File: config.mk
export PLATFORM = sky130hd
export DESIGN_NAME = dac_conv_sequencer_flat
export DESIGN_NICKNAME = d
export VERILOG_FILES = /design/src/rtl/dac_conv_sequencer_pkg.sv /design/src/rtl/dac_conv_sequencer_if.sv /design/src/rtl/dac_conv_sequencer_counter.sv /design/src/rtl/dac_conv_sequencer.sv /design/src/flat_wrapper.sv
export SDC_FILE = /design/constraint.sdc
export NUM_CORES = 1
export LEC_CHECK = 0
export CAP_MARGIN = 5
export CORE_MARGIN = 3
export CORE_UTILIZATION = 50
export DETAILED_ROUTE_END_ITERATION = 10
export PLACE_DENSITY_LB_ADDON = 0.08
export SLEW_MARGIN = 20
export SYNTH_ARGS = -nofsm -noshare
export SYNTH_HDL_FRONTEND = slang
export SYNTH_HIERARCHICAL = 1
export SYNTH_SLANG_ARGS = --single-unit
File: constraint.sdc
create_clock -name clk -period 3.8 [get_ports clk]
set_input_delay 0.38 -clock clk [delete_from_list [all_inputs] [get_ports clk]]
set_output_delay 0.38 -clock clk [all_outputs]
set_load 0.05 [all_outputs]
File: src/rtl/dac_conv_sequencer_pkg.sv
// Shared types and constants for the DAC conversion sequencer: FSM states,
// switch-control codes and default widths.
package dac_ctrl_pkg;

    typedef enum logic [2:0] {
        IDLE,
        PRECHARGE,
        SETTLE,
        BIT,
        HOLD,
        DONE
    } state_t;

    localparam logic [2:0] VM_FLOAT  = 3'b000;
    localparam logic [2:0] VM_VREF   = 3'b001;
    localparam logic [2:0] VM_GND    = 3'b010;
    localparam logic [2:0] VM_HOLD   = 3'b100;
    localparam logic [2:0] VRC_RESET = 3'b111;

    localparam int unsigned DATA_W_DEF   = 8;
    localparam int unsigned SETTLE_W_DEF = 6;
    localparam int unsigned HOLD_W_DEF   = 8;

    function automatic logic [2:0] vm_code(input logic b);
        return b ? VM_VREF : VM_GND;
    endfunction

endpackage

File: src/rtl/dac_conv_sequencer_if.sv
// Configuration handshake and switch-control bus between the config
// front-end (master) and the sequencer (slave).
interface dac_conv_sequencer_if
    import dac_ctrl_pkg::*;
#(
    parameter int unsigned DATA_W   = DATA_W_DEF,
    parameter int unsigned SETTLE_W = SETTLE_W_DEF,
    parameter int unsigned HOLD_W   = HOLD_W_DEF
);
    logic                cfg_valid;
    logic                cfg_ready;
    logic [3:0]          vref;
    logic [DATA_W-1:0]   data;
    logic [HOLD_W-1:0]   conver;
    logic [SETTLE_W-1:0] comp;
    logic                abort;
    logic [2:0]          VR;
    logic [2:0]          VM;
    logic [2:0]          VRC;
    logic [2:0]          bit_idx;
    logic                busy;
    logic                done;

    modport master (
        output cfg_valid, vref, data, conver, comp, abort,
        input  cfg_ready, VR, VM, VRC, bit_idx, busy, done
    );

    modport slave (
        input  cfg_valid, vref, data, conver, comp, abort,
        output cfg_ready, VR, VM, VRC, bit_idx, busy, done
    );
endinterface

File: src/rtl/dac_conv_sequencer_counter.sv
// Loadable down-counter shared by the SETTLE and HOLD phases; o_expired
// flags the final cycle of the loaded count.
module dac_cycle_counter #(
    parameter int unsigned WIDTH = 8
) (
    input  logic             clk,
    input  logic             rst,
    input  logic             i_load,
    input  logic [WIDTH-1:0] i_value,
    input  logic             i_en,
    output logic             o_expired
);
    logic [WIDTH-1:0] r_cnt;

    always_ff @(posedge clk or negedge rst) begin
        if (!rst) begin
            r_cnt <= '0;
        end else if (i_load) begin
            r_cnt <= i_value;
        end else if (i_en && (r_cnt != '0)) begin
            r_cnt <= r_cnt - WIDTH'(1);
        end
    end

    assign o_expired = (r_cnt == WIDTH'(1));
endmodule

File: src/rtl/dac_conv_sequencer.sv
// DAC conversion sequencer: precharge, settle, bit drive and hold phases.
// Define DAC_LSB_FIRST_EN to drive bits LSB first instead of MSB first.
module dac_conv_sequencer
    import dac_ctrl_pkg::*;
#(
    parameter int unsigned DATA_W   = DATA_W_DEF,
    parameter int unsigned SETTLE_W = SETTLE_W_DEF,
    parameter int unsigned HOLD_W   = HOLD_W_DEF
) (
    input  logic                 clk,
    input  logic                 rst,
    dac_conv_sequencer_if.slave  bus
);
`ifdef DAC_LSB_FIRST_EN
    localparam logic [2:0] IDX_FIRST = 3'd0;
    localparam logic [2:0] IDX_LAST  = 3'(DATA_W - 1);
    localparam bit         LSB_FIRST = 1'b1;
`else
    localparam logic [2:0] IDX_FIRST = 3'(DATA_W - 1);
    localparam logic [2:0] IDX_LAST  = 3'd0;
    localparam bit         LSB_FIRST = 1'b0;
`endif

    state_t              r_state;
    logic [3:0]          r_vref;
    logic [DATA_W-1:0]   r_data;
    logic [HOLD_W-1:0]   r_conver;
    logic [SETTLE_W-1:0] r_comp;
    logic [2:0]          r_vr, r_vm, r_vrc, r_bit_idx;
    logic                r_busy, r_done, r_cfg_ready;

    logic                w_load, w_cnt_en, w_expired, w_last_bit, w_abort;
    logic [HOLD_W-1:0]   w_load_val;
    logic [2:0]          w_next_idx, w_next_vm;

    always_comb begin
        w_last_bit = (r_bit_idx == IDX_LAST);
        w_load     = ((r_state == PRECHARGE) && (r_comp != '0)) ||
                     ((r_state == BIT) && w_last_bit && (r_conver != '0));
        w_load_val = (r_state == PRECHARGE) ? HOLD_W'(r_comp) : r_conver;
        w_cnt_en   = (r_state == SETTLE) || (r_state == HOLD);
        w_abort    = bus.abort && (r_state inside {PRECHARGE, SETTLE, BIT, HOLD});
        // Entering BIT starts at IDX_FIRST; inside BIT step towards IDX_LAST
        if (r_state == BIT) begin
            w_next_idx = LSB_FIRST ? (r_bit_idx + 3'd1) : (r_bit_idx - 3'd1);
        end else begin
            w_next_idx = IDX_FIRST;
        end
        w_next_vm = vm_code(r_data[w_next_idx] ^ r_vref[3]);
    end

    dac_cycle_counter #(.WIDTH(HOLD_W)) u_cnt (
        .clk       (clk),
        .rst       (rst),
        .i_load    (w_load),
        .i_value   (w_load_val),
        .i_en      (w_cnt_en),
        .o_expired (w_expired)
    );

    always_ff @(posedge clk or negedge rst) begin
        if (!rst) begin
            r_state     <= IDLE;
            r_vref      <= '0;
            r_data      <= '0;
            r_conver    <= '0;
            r_comp      <= '0;
            r_vr        <= '0;
            r_vm        <= '0;
            r_vrc       <= '0;
            r_bit_idx   <= '0;
            r_busy      <= 1'b0;
            r_done      <= 1'b0;
            r_cfg_ready <= 1'b1;
        end else if (w_abort) begin
            r_state     <= IDLE;
            r_vr        <= '0;
            r_vm        <= '0;
            r_vrc       <= '0;
            r_bit_idx   <= '0;
            r_busy      <= 1'b0;
            r_done      <= 1'b0;
            r_cfg_ready <= 1'b1;
        end else begin
            case (r_state)
                IDLE: begin
                    if (bus.cfg_valid) begin
                        r_vref      <= bus.vref;
                        r_data      <= bus.data;
                        r_conver    <= bus.conver;
                        r_comp      <= bus.comp;
                        r_state     <= PRECHARGE;
                        r_vrc       <= VRC_RESET;
                        r_busy      <= 1'b1;
                        r_cfg_ready <= 1'b0;
                    end
                end
                PRECHARGE, SETTLE: begin
                    if ((r_state == PRECHARGE) && (r_comp != '0)) begin
                        r_state <= SETTLE;
                        r_vrc   <= '0;
                    end else if ((r_state == PRECHARGE) || w_expired) begin
                        r_state   <= BIT;
                        r_vr      <= w_next_idx;
                        r_vm      <= w_next_vm;
                        r_vrc     <= r_vref[2:0];
                        r_bit_idx <= w_next_idx;
                    end
                end
                BIT: begin
                    if (!w_last_bit) begin
                        r_vr      <= w_next_idx;
                        r_vm      <= w_next_vm;
                        r_bit_idx <= w_next_idx;
                    end else if (r_conver != '0) begin
                        r_state   <= HOLD;
                        r_vr      <= '0;
                        r_vm      <= VM_HOLD;
                        r_bit_idx <= '0;
                    end else begin
                        r_state   <= DONE;
                        r_vr      <= '0;
                        r_vm      <= VM_FLOAT;
                        r_vrc     <= '0;
                        r_bit_idx <= '0;
                        r_done    <= 1'b1;
                    end
                end
                HOLD: begin
                    if (w_expired) begin
                        r_state <= DONE;
                        r_vm    <= VM_FLOAT;
                        r_vrc   <= '0;
                        r_done  <= 1'b1;
                    end
                end
                DONE: begin
                    r_state     <= IDLE;
                    r_done      <= 1'b0;
                    r_busy      <= 1'b0;
                    r_cfg_ready <= 1'b1;
                end
                default: begin
                    r_state <= IDLE;
                end
            endcase
        end
    end

    assign bus.VR        = r_vr;
    assign bus.VM        = r_vm;
    assign bus.VRC       = r_vrc;
    assign bus.bit_idx   = r_bit_idx;
    assign bus.busy      = r_busy;
    assign bus.done      = r_done;
    assign bus.cfg_ready = r_cfg_ready;
endmodule
File: src/flat_wrapper.sv
// flat-port wrapper written by rule: the top's interface ports become plain ports
module dac_conv_sequencer_flat import dac_ctrl_pkg::*;
#(
    parameter int unsigned DATA_W   = DATA_W_DEF,
    parameter int unsigned SETTLE_W = SETTLE_W_DEF,
    parameter int unsigned HOLD_W   = HOLD_W_DEF
)
  (clk, rst, bus_cfg_valid, bus_vref, bus_data, bus_conver, bus_comp, bus_abort, bus_cfg_ready, bus_VR, bus_VM, bus_VRC, bus_bit_idx, bus_busy, bus_done);
  dac_conv_sequencer_if #(.DATA_W(DATA_W), .SETTLE_W(SETTLE_W), .HOLD_W(HOLD_W)) bus_i ();
  input  logic clk;
  input  logic rst;
  input wire logic [$bits(bus_i.cfg_valid)-1:0] bus_cfg_valid;
  input wire logic [$bits(bus_i.vref)-1:0] bus_vref;
  input wire logic [$bits(bus_i.data)-1:0] bus_data;
  input wire logic [$bits(bus_i.conver)-1:0] bus_conver;
  input wire logic [$bits(bus_i.comp)-1:0] bus_comp;
  input wire logic [$bits(bus_i.abort)-1:0] bus_abort;
  output wire logic [$bits(bus_i.cfg_ready)-1:0] bus_cfg_ready;
  output wire logic [$bits(bus_i.VR)-1:0] bus_VR;
  output wire logic [$bits(bus_i.VM)-1:0] bus_VM;
  output wire logic [$bits(bus_i.VRC)-1:0] bus_VRC;
  output wire logic [$bits(bus_i.bit_idx)-1:0] bus_bit_idx;
  output wire logic [$bits(bus_i.busy)-1:0] bus_busy;
  output wire logic [$bits(bus_i.done)-1:0] bus_done;
  assign bus_i.cfg_valid = bus_cfg_valid;
  assign bus_i.vref = bus_vref;
  assign bus_i.data = bus_data;
  assign bus_i.conver = bus_conver;
  assign bus_i.comp = bus_comp;
  assign bus_i.abort = bus_abort;
  assign bus_cfg_ready = bus_i.cfg_ready;
  assign bus_VR = bus_i.VR;
  assign bus_VM = bus_i.VM;
  assign bus_VRC = bus_i.VRC;
  assign bus_bit_idx = bus_i.bit_idx;
  assign bus_busy = bus_i.busy;
  assign bus_done = bus_i.done;
  dac_conv_sequencer #(.DATA_W(DATA_W), .SETTLE_W(SETTLE_W), .HOLD_W(HOLD_W)) u_core (.clk(clk), .rst(rst), .bus(bus_i));
endmodule
=== Word level (Yosys, flattened, before mapping) ===
Cells that the tools add are included.

* Reduce and logical (&&, ||, !) cells: 28
* Bitwise logic cells: 2
* Muxes and demuxes: 45
* Order comparisons: 1
* Equal/unequal tests: 13
* Add/sub/neg operators: 2

{| class="wikitable"
|+ Operators with widths
! kind !! number
|-
| $mux 3 || 23
|-
| $mux 8 || 3
|-
| $pmux 3 s4 || 2
|-
| $reduce_bool 8->1 || 2
|-
| $reduce_and 4->1 || 3
|-
| $reduce_bool 4->1 || 3
|-
| $mux 1 || 10
|-
| $ne 3x1->1 const B || 3
|-
| $ne 3x2->1 const B || 3
|-
| $pmux 3 s3 || 1
|-
| $eq 8x1->1 const B || 1
|-
| $sub 8x1->8 const B || 1
|-
| $eq 3x2->1 const B || 2
|-
| $eq 3x3->1 const B || 2
|-
| $logic_not 3->1 || 2
|-
| $pmux 3 s2 || 1
|-
| $reduce_and 3->1 || 2
|-
| $reduce_and 6->1 || 1
|-
| $reduce_bool 3->1 || 2
|-
| $reduce_bool 6->1 || 1
|-
| $logic_and 1x1->1 || 5
|-
| $reduce_bool 5->1 || 1
|-
| $lt 3x4->1 const B || 1
|-
| $ne 4x1->1 const B || 1
|-
| 12 further kinds || 15
|}

* Output and inout port bits: 15
* Register bits: 49

=== Logic depth before layout (Yosys ltp) ===
Gate-level depths: netlist of the first run.

* Word-level depth: 10
* Gate-level depth with buffers: 8
* Mapped depth without buffers: 8

=== Hierarchy ===
The synthesis of the first run kept the hierarchy.

{| class="wikitable"
|+ By module, submodules not included
! module !! area each (sq um) !! seq. area each (sq um) !! times used !! cells an instance
|-
| dac_conv_sequencer || 2190.9 || 1027.2 || 1 || 194
|-
| dac_cycle_counter || 574.3 || 200.2 || 1 || 64
|}

=== Worst setup path after synthesis of the first run ===
Ideal clock, no wire load.

* Path type: reg-to-reg
* From: register u_core.u_cnt.r_cnt[3]
* To: register u_core.r_vm[2] (netlist: u_core/bus.VM[2])
* Data arrival time: 2.217 ns
* Data required time: 3.678 ns
* Stages on the path, launching flop included: 7
* Slack: 1.462 ns
* Path through: dfrtp_1 > or4_1 > clkbuf_2 > nor4b_1 > nor3_1 > or4b_4 > a32o_1

* Longest elaborated chain between the ends: 4
* Elaborated cells on any way between the ends: 5
* Those cells by class: 3 x eq/ne; 2 x reduce/logical

{| class="wikitable"
|+ RTL lines
! element !! line !! RTL
|-
| start, declared || dac_conv_sequencer_counter.sv:13 || <nowiki>logic [WIDTH-1:0] r_cnt;</nowiki>
|-
| start signal, assigned || dac_conv_sequencer_counter.sv:19 || <nowiki>r_cnt <= i_value;</nowiki>
|-
| start signal, assigned || dac_conv_sequencer_counter.sv:21 || <nowiki>r_cnt <= r_cnt - WIDTH'(1);</nowiki>
|-
| $eq 8x1->1 (*) || dac_conv_sequencer_counter.sv:25 || <nowiki>assign o_expired = (r_cnt == WIDTH'(1));</nowiki>
|-
| via u_core.w_expired || dac_conv_sequencer.sv:32 || <nowiki>logic w_load, w_cnt_en, w_expired, w_last_bit, w_abort;</nowiki>
|-
| $logic_or 1x1->1 || dac_conv_sequencer.sv:102 || <nowiki>end else if ((r_state == PRECHARGE) || w_expired) begin</nowiki>
|-
| $ne 3x1->1 (no line) || -- ||
|-
| $reduce_and 4->1 (no line) (*) || -- ||
|-
| end signal, assigned || dac_conv_sequencer.sv:105 || <nowiki>r_vm <= w_next_vm;</nowiki>
|-
| end signal, assigned || dac_conv_sequencer.sv:113 || <nowiki>r_vm <= w_next_vm;</nowiki>
|-
| end, declared || dac_conv_sequencer.sv:29 || <nowiki>logic [2:0] r_vr, r_vm, r_vrc, r_bit_idx;</nowiki>
|}

Mark *: on every way through the listed nets, which the timed path passes. The rest lies on a longest branch.
A chain may end at the register's enable or synchronous reset.

=== Final worst setup path of the first run ===
* From: register u_core.u_cnt.r_cnt[3]
* To: register u_core.r_vrc[1] (netlist: u_core/bus.VRC[1])

* Longest elaborated chain between the ends: 4
* Elaborated cells on any way between the ends: 5
* Those cells by class: 3 x eq/ne; 2 x reduce/logical

{| class="wikitable"
|+ RTL lines
! element !! line !! RTL
|-
| $eq 8x1->1 (*) || dac_conv_sequencer_counter.sv:25 ||
|-
| via u_core.w_expired || dac_conv_sequencer.sv:32 ||
|-
| $logic_or 1x1->1 || dac_conv_sequencer.sv:102 ||
|-
| $ne 4x1->1 (no line) || -- ||
|-
| $reduce_and 6->1 (no line) (*) || -- ||
|-
| end signal, assigned || dac_conv_sequencer.sv:106 || <nowiki>r_vrc <= r_vref[2:0];</nowiki>
|-
| end, declared || dac_conv_sequencer.sv:29 ||
|}

Marked as above.

==> results of run 1 <==
worst max-delay path: stages (launching register included):
cell	delay (ps)
dfrtp_1	430
or4_1	650
nor4b_1	490
nor2_1	130
o22a_1	250
a21oi_2	200
mux2_2	360
metal layers:
layer,GRT usage,up-vias
met5,0,-
met4,0.0456,0
met3,0.0348,2
met2,0.275,52
met1,0.320,1042
li1,-,1033
power groups by stage:
stage | clock network (W) | registers (W) | logic [W]
2_1_floorplan | 0 | 0.00114 | 0.000929
3_3_place_gp | 0 | 0.00102 | 0.00138
3_5_place_dp | 0 | 0.00103 | 0.00140
4_1_cts | 0.000373 | 0.00102 | 0.00140
5_1_grt | 0.000385 | 0.00107 | 0.00153
6_report | 0.000359 | 0.00102 | 0.00140
worst paths after layout:
path / to / start / slack [ps]
max: u_core/bus.VRC[1]$_DFFE_PN0P_ / u_core/u_cnt/r_cnt[3]$_DFFE_PN0P_ / 1180
min reg2reg: u_core/bus.cfg_ready$_DFFE_PN1P_ / u_core/bus.cfg_ready$_DFFE_PN1P_ / 500
max in group asynchronous: u_core/bus.VRC[1]$_DFFE_PN0P_ / rst / 3220
min in group clk: u_core/bus.cfg_ready$_DFFE_PN1P_ / u_core/bus.cfg_ready$_DFFE_PN1P_ / 500
min: u_core/bus.VM[2]$_DFFE_PN0P_ / rst / 50
max reg2reg: u_core/bus.VRC[1]$_DFFE_PN0P_ / u_core/u_cnt/r_cnt[3]$_DFFE_PN0P_ / 1180
kinds of logic (layout without fill, tap and decap cells):
| kind of cell | after synthesis | in the layout | synth area share |
|---|---|---|---|
| buffers and inverters | 27 | 65 | 0.0480 |
| AND/OR/NAND/NOR | 78 | 78 | 0.169 |
| multiplexers | 38 | 38 | 0.158 |
| adder cells (fa/ha/maj) | 5 | 5 | 0.0226 |
| flip-flops | 49 | 49 | 0.444 |
| AO/OA/AOI/OAI | 59 | 59 | 0.152 |
| XOR/XNOR | 2 | 2 | 0.00634 |
through the flow:
stage | hold WS (ps) | utilization | setup WS (ps)
5_1_grt | 70.9 | 0.636 | 982
6_report | 54.4 | 0.636 | 1180
4_1_cts | 61.1 | 0.636 | 1200
3_5_place_dp | 388 | 0.616 | 1210
2_1_floorplan | 84.4 | - | 1460
3_3_place_gp | 481 | 0.613 | 1200
cell usage in the layout, fill, tap and decap left out, types with 4 or more instances in the layout:
cell type        synthesis  routed
clkbuf_8                 0       5
mux2_2                  35      35
nor4_1                   4       4
o21ai_0                  6       6
nor2_1                  16      16
dfrtp_1                 48      48
ha_1                     5       5
o211ai_1                 5       5
nand2_1                 19      19
clkdlybuf4s50_1          0      43
inv_1                   12      12
a21oi_1                 13      13
nand3_1                  5       5
a31oi_1                  7       7
state kept, by name, summed over array words and instances (netlist names), 3 cells and up:
name                flops
u_core/bus.VM           3
u_core/bus.VRC          3
u_core/bus.bit_idx      3
u_core/r_comp           6
u_core/r_conver         8
u_core/r_data           8
u_core/r_state          3
u_core/r_vref           4
u_core/u_cnt/r_cnt      8
layout make-up:
class | instances | area, um^2
fill | 450 | 1910
multi-input combinational | 182 | 1410
sequential | 49 | 1230
timing repair buffer | 46 | 463
tap | 70 | 87.6
clock buffer | 5 | 68.8
inverter | 12 | 45.0
clock inverter | 2 | 35.0
==> impl_metrics.yaml, run 1 <==
run_status:
  status: "complete, no violations"
route:
  drt_pre_antenna_iters: 4
  wl_met1_um: 3090
  wl_met3_um: 227
  route.met2.wl_um: 2500
  drt-vias-per-instance: 5.82
  drt-initial-drc-count: 210
  top_layer: "met4"
  vias: 2129
  drc: 0
  wire_per_inst_um: 16.0
  drtAntennaViolNets: 0
  wirelength_um: 5850
sta:
  timing.fmax_mhz: 381
  hold_viol: 0
  tightest_slew_ps: 908
  final.min_clock_period_ps: 2620
  finalSetupViolations: 0
  fin_crit_sh: 0.690
  grt_setup_unrepaired: "false"
  slew_headroom: 0.389
  clock_skew_ps: 6.25
  slew_viol_final: 0
  totalNegativeSetupSlack_ps: 0
setup_path:
  critical_path.max_fanout: 7
  endpoint_kind: "register"
  critPathKind: "register to register"
  cp-start-kind: "register"
  crit_required_ps: 3980
  rr_worst_depth: 6
  crit_arrival_ps: 2800
floorplanning:
  pin_count: 45
  dieArea_um2: 6460
  die_x_um: 80.4
  die_h_um: 80.4
  coreArea_um2: 5240
  rows: 26
  start_util: 0.528
clock_tree:
  insertion_delay_ps: 300
  htree_num_levels: 2
  cts-root-buf: "clkbuf_8"
  cts_setup_buffers: 0
  hold_buffers: 0
  cts_buffer_depth: 2
  clkTransAtPathRegs_ps: 80
  numCtsBuffers: 5
  cts_resized: 0
  cts_tree: "yes"
  cts.sinks: 49
pwr:
  powerDensity_nw_per_um2: 835
  finalPower_w: 0.00278
  seq_power_share: 0.367
  p_sw_frac: 0.426
  ir_worst_vdd_v: 0.000507
  comb_power_share: 0.504
  cellLeakagePower_nw: 1.31
  power.switching_w: 0.00119
  p_clk_frac: 0.129
  intPower_w: 0.00160
finish:
  drive_gt1_frac: 0.209
  syn2layout_area_growth_pct: 20.5
  stdcell_count: 366
  nNetsFinal: 331
  diodes: 0
  fin_area_um2: 3330
grt:
  grt_pass1_wl_um: 10000
  antenna_found_initial: 0
  grt_max_degree: 29
  grt_pass1_vias: 2035
  grt.overflow.total: 0
  grt.total_usage: 0.199
synthesis:
  ys_ff_latch: 49
  synth.most_common_cell: "dfrtp_1"
  yosysWarnings: 6
  yosysSeqAreaShare: 0.444
  ys_types: 65
  synthTopCellsByCount: "48 x dfrtp_1, 35 x mux2_2, 19 x nand2_1"
  syn-cell-area_um2: 2770
  ys.flop_type: "dfrtp_1"
  synth_top_area_share: 0.434
  yosys-top-cells-area: "dfrtp_1 43%, mux2_2 14%, nand2_1 2.6%, a21oi_1 2.4%, ha_1 2.3%"
  synthArstFlopShare: 1.00
  syn-num-nets: 293
  syn_inst: 258
  synth-edff-count: 0
  synth_top_area_cell: "dfrtp_1"
  syn_area_per_cell_um2: 10.7
placed_design:
  finalWeightedCongestion: 0.852
  place_area_um2: 3230
  io_buffers: 44
  dp.cells: 359
  dp_hpwl_um: 4360
run:
  drv_cap: 0
min_path:
  hp-class: "input port to asynchronous set/reset pin"
No activity file was read; power rests on OpenSTA's default activity.
==> run 2: changes to the inputs <==
Clock period 3.8 ns to 2.7 ns, I/O delays scaled along.
==> run 2 against run 1 <==
Net effect: sequential cell count unchanged; combinational power up 47%; critical path depth unchanged; maximum frequency is 5.9% higher; register-to-register slack lost 950 ps.
==> impl_metrics.yaml, run 2 (same netlist as run 1, synthesis figures left out) <==
route:
  vias: 2145
  drtAntennaViolNets: 0
  drt-vias-per-instance: 5.72
  drt-initial-drc-count: 148
  drt_pre_antenna_iters: 4
  drc: 0
  wirelength_um: 5880
  wire_per_inst_um: 15.7
setup_path:
  cp.depth: 6
  crit_arrival_ps: 2670
  critical_path.max_fanout: 6
  cp-start-kind: "register"
  crit_required_ps: 2890
  endpoint_kind: "register"
  cp-endpoint: "u_core/bus.VRC[0]$_DFFE_PN0P_"
  rr_worst_depth: 6
  rr_endpoint: "u_core/bus.VRC[0]$_DFFE_PN0P_"
  slowest_stage: "or4_1"
  path_cells: "or4_1 -> nor4b_1 -> nor2_1 -> o22a_1 -> a21oi_2 -> mux2_2"
  critPathKind: "register to register"
  r2r_start: "u_core/u_cnt/r_cnt[3]$_DFFE_PN0P_"
  crit_start: "u_core/u_cnt/r_cnt[3]$_DFFE_PN0P_"
  rrSetupSlack_ps: 220
  critPathTopFamily: "simple AND/OR/NAND/NOR gates"
  slowest_delay_ps: 570
  cp_num_buf_inv: 0
clock_tree:
  cts.sinks: 49
  cts_setup_buffers: 0
  cts_tree: "yes"
  insertion_delay_ps: 300
  clkTransAtPathRegs_ps: 90
  cts-root-buf: "clkbuf_8"
  numCtsBuffers: 5
  cts_resized: 0
  cts_buffer_depth: 2
  htree_num_levels: 2
sta:
  grt_setup_unrepaired: "false"
  clock_skew_ps: 8.47
  fin_crit_sh: 0.917
  tightest_slew_ps: 691
  totalNegativeSetupSlack_ps: 0
  slew_headroom: 0.528
  hold_viol: 0
  timing.fmax_mhz: 404
  finalSetupViolations: 0
  final.min_clock_period_ps: 2480
  slew_viol_final: 0
finish:
  syn2layout_area_growth_pct: 22.2
  final_common_cell: "dfrtp_1"
  diodes: 0
  top_regs: "u_core/r_conver: 8 flops, u_core/r_data: 8 flops, u_core/u_cnt/r_cnt: 8 flops"
  nNetsFinal: 339
  final_cell_mix: "48 x dfrtp_1, 43 x clkdlybuf4s50_1, 35 x mux2_2, 19 x nand2_1, 16 x nor2_1"
  fillCellCount: 424
  drive_gt1_frac: 0.226
floorplanning:
  dieArea_um2: 6460
  die_x_um: 80.4
  start_util: 0.528
  pin_count: 45
  coreArea_um2: 5240
  rows: 26
  die_h_um: 80.4
grt:
  grt.total_usage: 0.201
  grt.overflow.total: 0
  grt_max_degree: 30
  grt_pass1_vias: 2047
  grt_pass1_wl_um: 10100
  antenna_found_initial: 0
min_path:
  hp-class: "input port to asynchronous set/reset pin"
placed_design:
  finalWeightedCongestion: 0.841
  dp_hpwl_um: 4450
  io_buffers: 44
pwr:
  powerDensity_nw_per_um2: 1160
  finalPower_w: 0.00391
  ir_worst_vdd_v: 0.000630
  cellLeakagePower_nw: 1.33
run:
  drv_cap: 0
run_status:
  status: "complete, no violations"
[run 2: changes by cell type in the layout (fill, tap and decap cells not counted), sizes merged]
| cell | change |
|---|---|
| clkbuf | +1 |
| clkinvlp | +2 |
| clkinv | -1 |
| dlygate4sd3 | +1 |
| bufinv | -1 |
| buf | +7 |
[run 2: layout make-up]
type	instances	area, um^2	area share
inverters	12	45.0	0.0133
repair buffers	54	526	0.156
clock buffers	6	72.6	0.0215
clock inverters	2	15.0	0.00444
well taps	70	87.6	0.0259
flip-flops and latches	49	1230	0.363
multi-input cells	182	1410	0.416
[run 2: where the power goes]
part | internal, W | leakage, nW | switching [W] | total, W
Clock | 0.000183 | 0.0374 | 0.000246 | 0.000429
Combinational | 0.000938 | 0.712 | 0.00112 | 0.00206
Sequential | 0.00109 | 0.584 | 0.000323 | 0.00142
Total | 0.00222 | 1.33 | 0.00169 | 0.00391
[run 2: repair_timing]
action | in CTS | in global routing
hold endpoints to repair | 19 | 0
setup endpoints to repair | 0 | 0
hold buffers | 1 | 0
[run 2: worst min path at each step]
stage / from / endpoint / slack (ps)
6_report: rst / u_core/r_conver[6]$_DFFE_PN0P_ / 460
5_1_grt: rst / u_core/r_conver[6]$_DFFE_PN0P_ / 500
4_1_cts: rst / u_core/bus.busy$_DFFE_PN0P_ / 470
3_5_place_dp: rst / u_core/bus.VM[1]$_DFFE_PN0P_ / 260
3_3_place_gp: rst / u_core/bus.VM[1]$_DFFE_PN0P_ / 260
2_1_floorplan: rst / u_core/bus.VM[0]$_DFFE_PN0P_ / -30
[run 2: per-stage QoR]
step / hold WS (ps) / util / area (um^2) / setup slack (ps) / std cells
2_1_floorplan: -25.6 / - / 2770 / 362 / 258
3_3_place_gp: 262 / 0.626 / 3280 / 288 / 366
3_5_place_dp: 262 / 0.626 / 3280 / 276 / 366
4_1_cts: 471 / 0.645 / 3380 / 258 / 375
5_1_grt: 503 / 0.645 / 3380 / 131 / 375
6_report: 457 / 0.645 / 3380 / 224 / 375
[run 2: layer usage]
layer  wire length, um  up-vias  GRT usage
met3               321        2     0.0370
li1                  -     1051          -
met5                 0        -          0
met2              2570       57      0.287
met1              2950     1035      0.308
met4                37        0     0.0608
